## src/rtl/dct_pkg.sv

```systemverilog
// dct_pkg: shared sizes, index types and address helper for the 8x8 transpose buffer
package dct_pkg;
  localparam int DCT_N = 8;
  localparam int DCT_SAMPLES = DCT_N * DCT_N;
  localparam int IDX_W = $clog2(DCT_N);
  localparam int CNT_W = $clog2(DCT_SAMPLES);
  typedef logic [IDX_W-1:0] idx_t;
  typedef logic [CNT_W-1:0] cnt_t;
  // Read j of a block addresses row j[2:0], column j[5:3] of a row-major bank.
  function automatic cnt_t col_major(cnt_t j);
    return {j[IDX_W-1:0], j[CNT_W-1:IDX_W]};
  endfunction
endpackage

```

## src/rtl/dct_transpose_buffer_if.sv

```systemverilog
// dct_transpose_buffer_if: row-side write handshake and column-side read handshake
// slave = buffer side, master = producer/consumer side
interface dct_transpose_buffer_if import dct_pkg::*; #(parameter int n = 16);
  logic in_valid;
  logic in_ready;
  logic [n-1:0] in_data;
  logic out_valid;
  logic out_ready;
  logic [n-1:0] out_data;
  idx_t out_add;
  logic out_last;
  logic out_block_last;
  modport slave(input in_valid, in_data, out_ready,
                output in_ready, out_valid, out_data, out_add, out_last, out_block_last);
  modport master(output in_valid, in_data, out_ready,
                 input in_ready, out_valid, out_data, out_add, out_last, out_block_last);
endinterface

```

## src/rtl/dct_buffer_bank.sv

```systemverilog
// dct_buffer_bank: 64 x n sample store, one synchronous write port, one async read port
// ports: clk, we_i/waddr_i/wdata_i write, raddr_i -> rdata_o read
module dct_buffer_bank import dct_pkg::*; #(parameter int n = 16) (
  input  logic         clk,
  input  logic         we_i,
  input  cnt_t         waddr_i,
  input  logic [n-1:0] wdata_i,
  input  cnt_t         raddr_i,
  output logic [n-1:0] rdata_o
);
  logic [n-1:0] mem_q [DCT_SAMPLES];
  always_ff @(posedge clk) if (we_i) mem_q[waddr_i] <= wdata_i;
  assign rdata_o = mem_q[raddr_i];
endmodule

```

## src/rtl/dct_transpose_buffer.sv

```systemverilog
// dct_transpose_buffer: ping-pong 8x8 transpose, row-major in, column-major registered out
// ports: clk, reset (sync, active high), bus (slave modport: in_* write side, out_* read side)
module dct_transpose_buffer import dct_pkg::*; #(parameter int n = 16) (
  input logic clk,
  input logic reset,
  dct_transpose_buffer_if.slave bus
);
  cnt_t wr_cnt_q, wr_cnt_d, rd_cnt_q, rd_cnt_d;
  logic [1:0] full_q, full_d;
  logic wr_sel_q, wr_sel_d, rd_sel_q, rd_sel_d;
  logic [n-1:0] data_q, data_d;
  idx_t add_q, add_d;
  logic valid_q, valid_d, last_q, last_d, blast_q, blast_d;
  logic wr_fire, wr_last, rd_last, avail, load;
  logic [n-1:0] rdata [2];
  for (genvar b = 0; b < 2; b++) begin : g_bank
    dct_buffer_bank #(.n(n)) u_bank (
      .clk(clk),
      .we_i(wr_fire && wr_sel_q == 1'(b)),
      .waddr_i(wr_cnt_q),
      .wdata_i(bus.in_data),
      .raddr_i(col_major(rd_cnt_q)),
      .rdata_o(rdata[b])
    );
  end
  assign bus.in_ready = !full_q[wr_sel_q] && !reset;
  assign wr_fire = bus.in_valid && bus.in_ready;
  assign wr_last = wr_fire && &wr_cnt_q;
  // Bypass the full flag while the read bank is filling: read j=0 (write 0) is
  // already stored, so the first output can load on the 64th write itself.
  assign avail = full_q[rd_sel_q] || (wr_last && wr_sel_q == rd_sel_q);
  assign load = avail && (!valid_q || bus.out_ready);
  // The bank is freed when j=63 moves into the output register, which lets the
  // writer reuse it with no bubble between blocks.
  assign rd_last = load && &rd_cnt_q;
  always_comb begin
    wr_cnt_d = wr_fire ? wr_cnt_q + CNT_W'(1) : wr_cnt_q;
    rd_cnt_d = load ? rd_cnt_q + CNT_W'(1) : rd_cnt_q;
    wr_sel_d = wr_sel_q ^ wr_last;
    rd_sel_d = rd_sel_q ^ rd_last;
    full_d = (full_q | (2'(wr_last) << wr_sel_q)) & ~(2'(rd_last) << rd_sel_q);
    valid_d = load || (valid_q && !bus.out_ready);
    data_d = load ? rdata[rd_sel_q] : data_q;
    add_d = load ? rd_cnt_q[IDX_W-1:0] : add_q;
    last_d = load ? &rd_cnt_q[IDX_W-1:0] : last_q;
    blast_d = load ? &rd_cnt_q : blast_q;
  end
  always_ff @(posedge clk) begin
    if (reset) begin
      wr_cnt_q <= '0;
      rd_cnt_q <= '0;
      full_q <= '0;
      wr_sel_q <= 1'b0;
      rd_sel_q <= 1'b0;
      valid_q <= 1'b0;
      data_q <= '0;
      add_q <= '0;
      last_q <= 1'b0;
      blast_q <= 1'b0;
    end else begin
      wr_cnt_q <= wr_cnt_d;
      rd_cnt_q <= rd_cnt_d;
      full_q <= full_d;
      wr_sel_q <= wr_sel_d;
      rd_sel_q <= rd_sel_d;
      valid_q <= valid_d;
      data_q <= data_d;
      add_q <= add_d;
      last_q <= last_d;
      blast_q <= blast_d;
    end
  end
  assign bus.out_valid = valid_q;
  assign bus.out_data = data_q;
  assign bus.out_add = add_q;
  assign bus.out_last = last_q;
  assign bus.out_block_last = blast_q;
endmodule

```

## src/flat_wrapper.sv

```systemverilog
// flat-port wrapper written by rule: the top's interface ports become plain ports
module dct_transpose_buffer_flat import dct_pkg::*;
#(parameter int n = 16)
  (clk, reset, bus_in_valid, bus_in_data, bus_out_ready, bus_in_ready, bus_out_valid, bus_out_data, bus_out_add, bus_out_last, bus_out_block_last);
  dct_transpose_buffer_if #(.n(n)) bus_i ();
  input logic clk;
  input logic reset;
  input wire logic [$bits(bus_i.in_valid)-1:0] bus_in_valid;
  input wire logic [$bits(bus_i.in_data)-1:0] bus_in_data;
  input wire logic [$bits(bus_i.out_ready)-1:0] bus_out_ready;
  output wire logic [$bits(bus_i.in_ready)-1:0] bus_in_ready;
  output wire logic [$bits(bus_i.out_valid)-1:0] bus_out_valid;
  output wire logic [$bits(bus_i.out_data)-1:0] bus_out_data;
  output wire logic [$bits(bus_i.out_add)-1:0] bus_out_add;
  output wire logic [$bits(bus_i.out_last)-1:0] bus_out_last;
  output wire logic [$bits(bus_i.out_block_last)-1:0] bus_out_block_last;
  assign bus_i.in_valid = bus_in_valid;
  assign bus_i.in_data = bus_in_data;
  assign bus_i.out_ready = bus_out_ready;
  assign bus_in_ready = bus_i.in_ready;
  assign bus_out_valid = bus_i.out_valid;
  assign bus_out_data = bus_i.out_data;
  assign bus_out_add = bus_i.out_add;
  assign bus_out_last = bus_i.out_last;
  assign bus_out_block_last = bus_i.out_block_last;
  dct_transpose_buffer #(.n(n)) u_core (.clk(clk), .reset(reset), .bus(bus_i));
endmodule
```

## config.mk

```make
export PLATFORM = sky130hd
export DESIGN_NAME = dct_transpose_buffer_flat
export DESIGN_NICKNAME = d
export VERILOG_FILES = /design/src/rtl/dct_pkg.sv /design/src/rtl/dct_transpose_buffer_if.sv /design/src/rtl/dct_buffer_bank.sv /design/src/rtl/dct_transpose_buffer.sv /design/src/flat_wrapper.sv
export SDC_FILE = /design/constraint.sdc
export NUM_CORES = 2
export LEC_CHECK = 0
export CORE_AREA = 2 2 447 449
export DETAILED_ROUTE_END_ITERATION = 12
export DIE_AREA = 0 0 449 451
export HOLD_SLACK_MARGIN = 0.05
export PLACE_DENSITY = 0.51
export SLEW_MARGIN = 20
export SYNTH_ARGS = -nofsm -noshare
export SYNTH_HDL_FRONTEND = slang
export SYNTH_SLANG_ARGS = --single-unit
```

## constraint.sdc

```tcl
create_clock -name clk -period 6.71 [get_ports clk]
set_input_delay 2.013 -clock clk [delete_from_list [all_inputs] [get_ports clk]]
set_output_delay 2.013 -clock clk [all_outputs]
set_load 0.01 [all_outputs]
```

==> run_results.csv <==
group,metric,value,unit
die,start_util,40.6,%
cells_and_area,fin_nets,3830,
clock_network,cts_tree,"done",
synth,synthAdderAreaFrac,0.109,%
timing,slew_violations,0,
timing,finalSetupViolCount,0,
synth,synth_seq_cells,2092,
route,vias_per_cell,5.77,
critical_path,cp.arrival,3.21,ns
route,wire_per_inst,34.4,um
die,dieHeight,451,um
cells_and_area,fillers,16600,
synth,syn_area,0.0805,sq mm
cells_and_area,drive_gt1_share,30.8,%
critical_path,crit_fanout,3,
timing,period_share,77.9,%
cells_and_area,syn2layout_area_growth,13.9,%
synth,muxShareOfSynthArea,16.9,%
timing,rsz0062_at_grt,"false",
route,wl_met2,107000,um
synth,synth-edff-count,2048,
grt,grt_pass1_wl,316000,um
synth,syn_nets,3583,
grt,grt_pass1_vias,38200,
route,drtIter0Drc,4703,
synth,yosys_most_used_dff,"edfxtp_1",
timing,min_period,5.22,ns
critical_path,startpoint_type,"input port",
synth,ys_top_cells_by_count,"edfxtp_1 (2048), mux4_2 (566), nor2_1 (170)",
synth,avgSynthCellArea,22.6,sq um
critical_path,required,4.70,ns
job,drv_cap,0,
route,ant_nets,0,
synth,synthXorXnorAreaFrac,0.0870,%
placement,place_congestion,0.926,
grt,antenna_found_initial,12,
critical_path,critical_path.max_stage_delay,0.71,ns
die,dieArea,0.202,sq mm
timing,hold_viol,0,
clock_network,max-clock-path-buffers,3,
timing,setup_tns,0,ns
route,drc_errors,0,
placement,pre_cts_ws,1.48,ns
synth,synth_most_common_cell,"edfxtp_1",
worst_hold_path,min_path_type,"reg2reg",
clock_network,clkTransAtPathRegs,0.06,ns
route,wl_met3,14300,um
synth,async_flop_share,0,%
timing,fmax,0.191,GHz
grt,grt.overflow.total,0,
synth,yosys_warnings,0,
clock_network,cts_root_buf,"clkbuf_16",
grt,grtUsageTotal,22.4,%
synth,synth_top_family_by_area,"multiplexers",
route,wl_met1,99800,um
clock_network,cts_resized,0,
critical_path,critPathCaptureType,"output pin",
clock_network,numCtsBuffers,215,
synth,synthSimpleGateAreaFrac,2.21,%
clock_network,postCtsHoldBufs,0,
route,totalWireLength,228000,um
grt,grt_start_max_net_pins,114,
critical_path,crit_family,"buffers and inverters",
pwr,total_power,26.1,mW
run_status,status,"complete, no violations",
critical_path,path_cells,"buf_2, nor2_1, clkdlybuf4s50_1",
cells_and_area,finish.utilization,46.3,%
clock_network,clock_latency,0.87,ns
timing,slew_headroom,24.3,%
die,core,0.198,sq mm
synth,synth_area_leaders,"edfxtp_1 (76%), mux4_2 (16%), dfxtp_1 (1.1%)",
pwr,ir_drop,0.270,mV
pwr,p_leak,27.3,nW
clock_network,cts_sinks,2092,
die,rows,164,
die,die_w,449,um
synth,synthCells,3556,
route,dr.pass1.iters,5,
timing,worst_slew_pin_slew,1.14,ns
synth,synth_top_cell_by_area,"edfxtp_1",
placement,portBuffers,42,
critical_path,critPathBufInv,2,
synth,synth.yosys.seq_area_share,77.5,%
route,highest_layer,"met4",
clock_network,cts_setup_buffers,0,
timing,setup_ws,1.49,ns
timing,finClkSkew,0.0424,ns
synth,synth_compound_area_share,1.80,%
synth,ys_types,58,
clock_network,h-tree-depth,4,
placement,dp_hpwl,143000,um
critical_path,cp_slowest_cell,"clkdlybuf4s50_1",
synth,synth_top_area_share,76.4,%
pwr,powerDensity,285,mW/mm^2
route,via_count,38300,
critical_path,crit_type,"in2out",
die,ios,43,
registers in the layout, indices dropped and copies added (netlist names), 2 cells and up, named ones only:
name / flops
u_core.rd_cnt_q: 6
u_core.wr_cnt_q: 6
u_core.g_bank.u_bank.mem_q: 2048
u_core.bus.out_add: 3
u_core.full_q: 2
u_core.bus.out_data: 16
cells by family (layout without fill, tap and decap cells):
group / after synthesis / count (layout)
muxes: 650 / 650
adders and majority gates: 7 / 7
xor gates and xnor gates: 8 / 8
other: 0 / 3
AOI/OAI and AO/OA: 215 / 215
and+or+nand+nor: 369 / 369
DFF: 2092 / 2092
buffers and inverters: 215 / 643
report_power, final:
part           switching [mW]  internal, mW
Combinational           0.327        0.0375
Sequential            0.00390          14.3
Clock                    5.04          6.36
cell type report:
cell class | count | area, sq um | area share [%]
antenna | 3 | 7.51 | 0.00818
clock buffer | 267 | 5630 | 6.14
clock inverter | 131 | 1040 | 1.13
inverter | 7 | 28.8 | 0.0314
multi-input combinational | 1249 | 17300 | 18.9
sequential | 2092 | 62400 | 68.0
tap | 2656 | 3320 | 3.62
timing repair buffer | 238 | 2020 | 2.20
cell usage in the layout, fill, tap and decap left out, drive strengths merged, types with 21 or more instances in the layout:
master,synthesis,routed
o21ai,24,24
or3,28,28
nor2,170,170
clkbuf,94,267
nor2b,39,39
clkdlybuf4s50,0,25
buf,114,213
dfxtp,44,44
clkinv,2,112
a21oi,52,52
nand2,45,45
mux4,566,566
mux2,21,21
edfxtp,2048,2048
mux2i,63,63
a211oi,43,43
o22ai,34,34
metal layers:
metal / global-route usage, % / vias up
met4: 7.09 / 0
met2: 34.8 / 1393
met5: 0 / -
met3: 3.58 / 293
li1: - / 15600
met1: 32.7 / 21000
worst register-to-register path, stage by stage, from the launching register on:
cell     delay [ns]
dfxtp_1        0.31
buf_4          0.35
mux2_2         0.47
nor2_1         0.36
nand2_1        0.14
buf_4          0.25
or3_1          0.67
buf_4          0.31
nor2_1         0.40
buf_4          0.30
per-stage QoR:
stage | instance area [sq um] | hold WS, ns | std cells
after detailed placement | 85100 | 0.502 | 6242
final | 91700 | 0.517 | 6643
after global routing | 91700 | 0.550 | 6640
after floorplan | 80500 | 0.471 | 3556
after CTS | 91700 | 0.518 | 6640
after global placement | 85100 | 0.511 | 6242
path summary, 6_finish.rpt:
kind	startpoint	cells after the start	slack [ns]	end
min reg2reg	u_core.rd_cnt_q[5]$_SDFFE_PP0N_	2	0.52	flop
min	u_core.rd_cnt_q[5]$_SDFFE_PP0N_	2	0.52	flop
max reg2reg	u_core.wr_sel_q$_SDFF_PP0_	9	2.84	u_core.g_bank[1].u_bank.mem_q[11][1]$_DFFE_PP_
max	reset	3	1.49	bus_in_ready
Power figures use the tool's default switching activity.
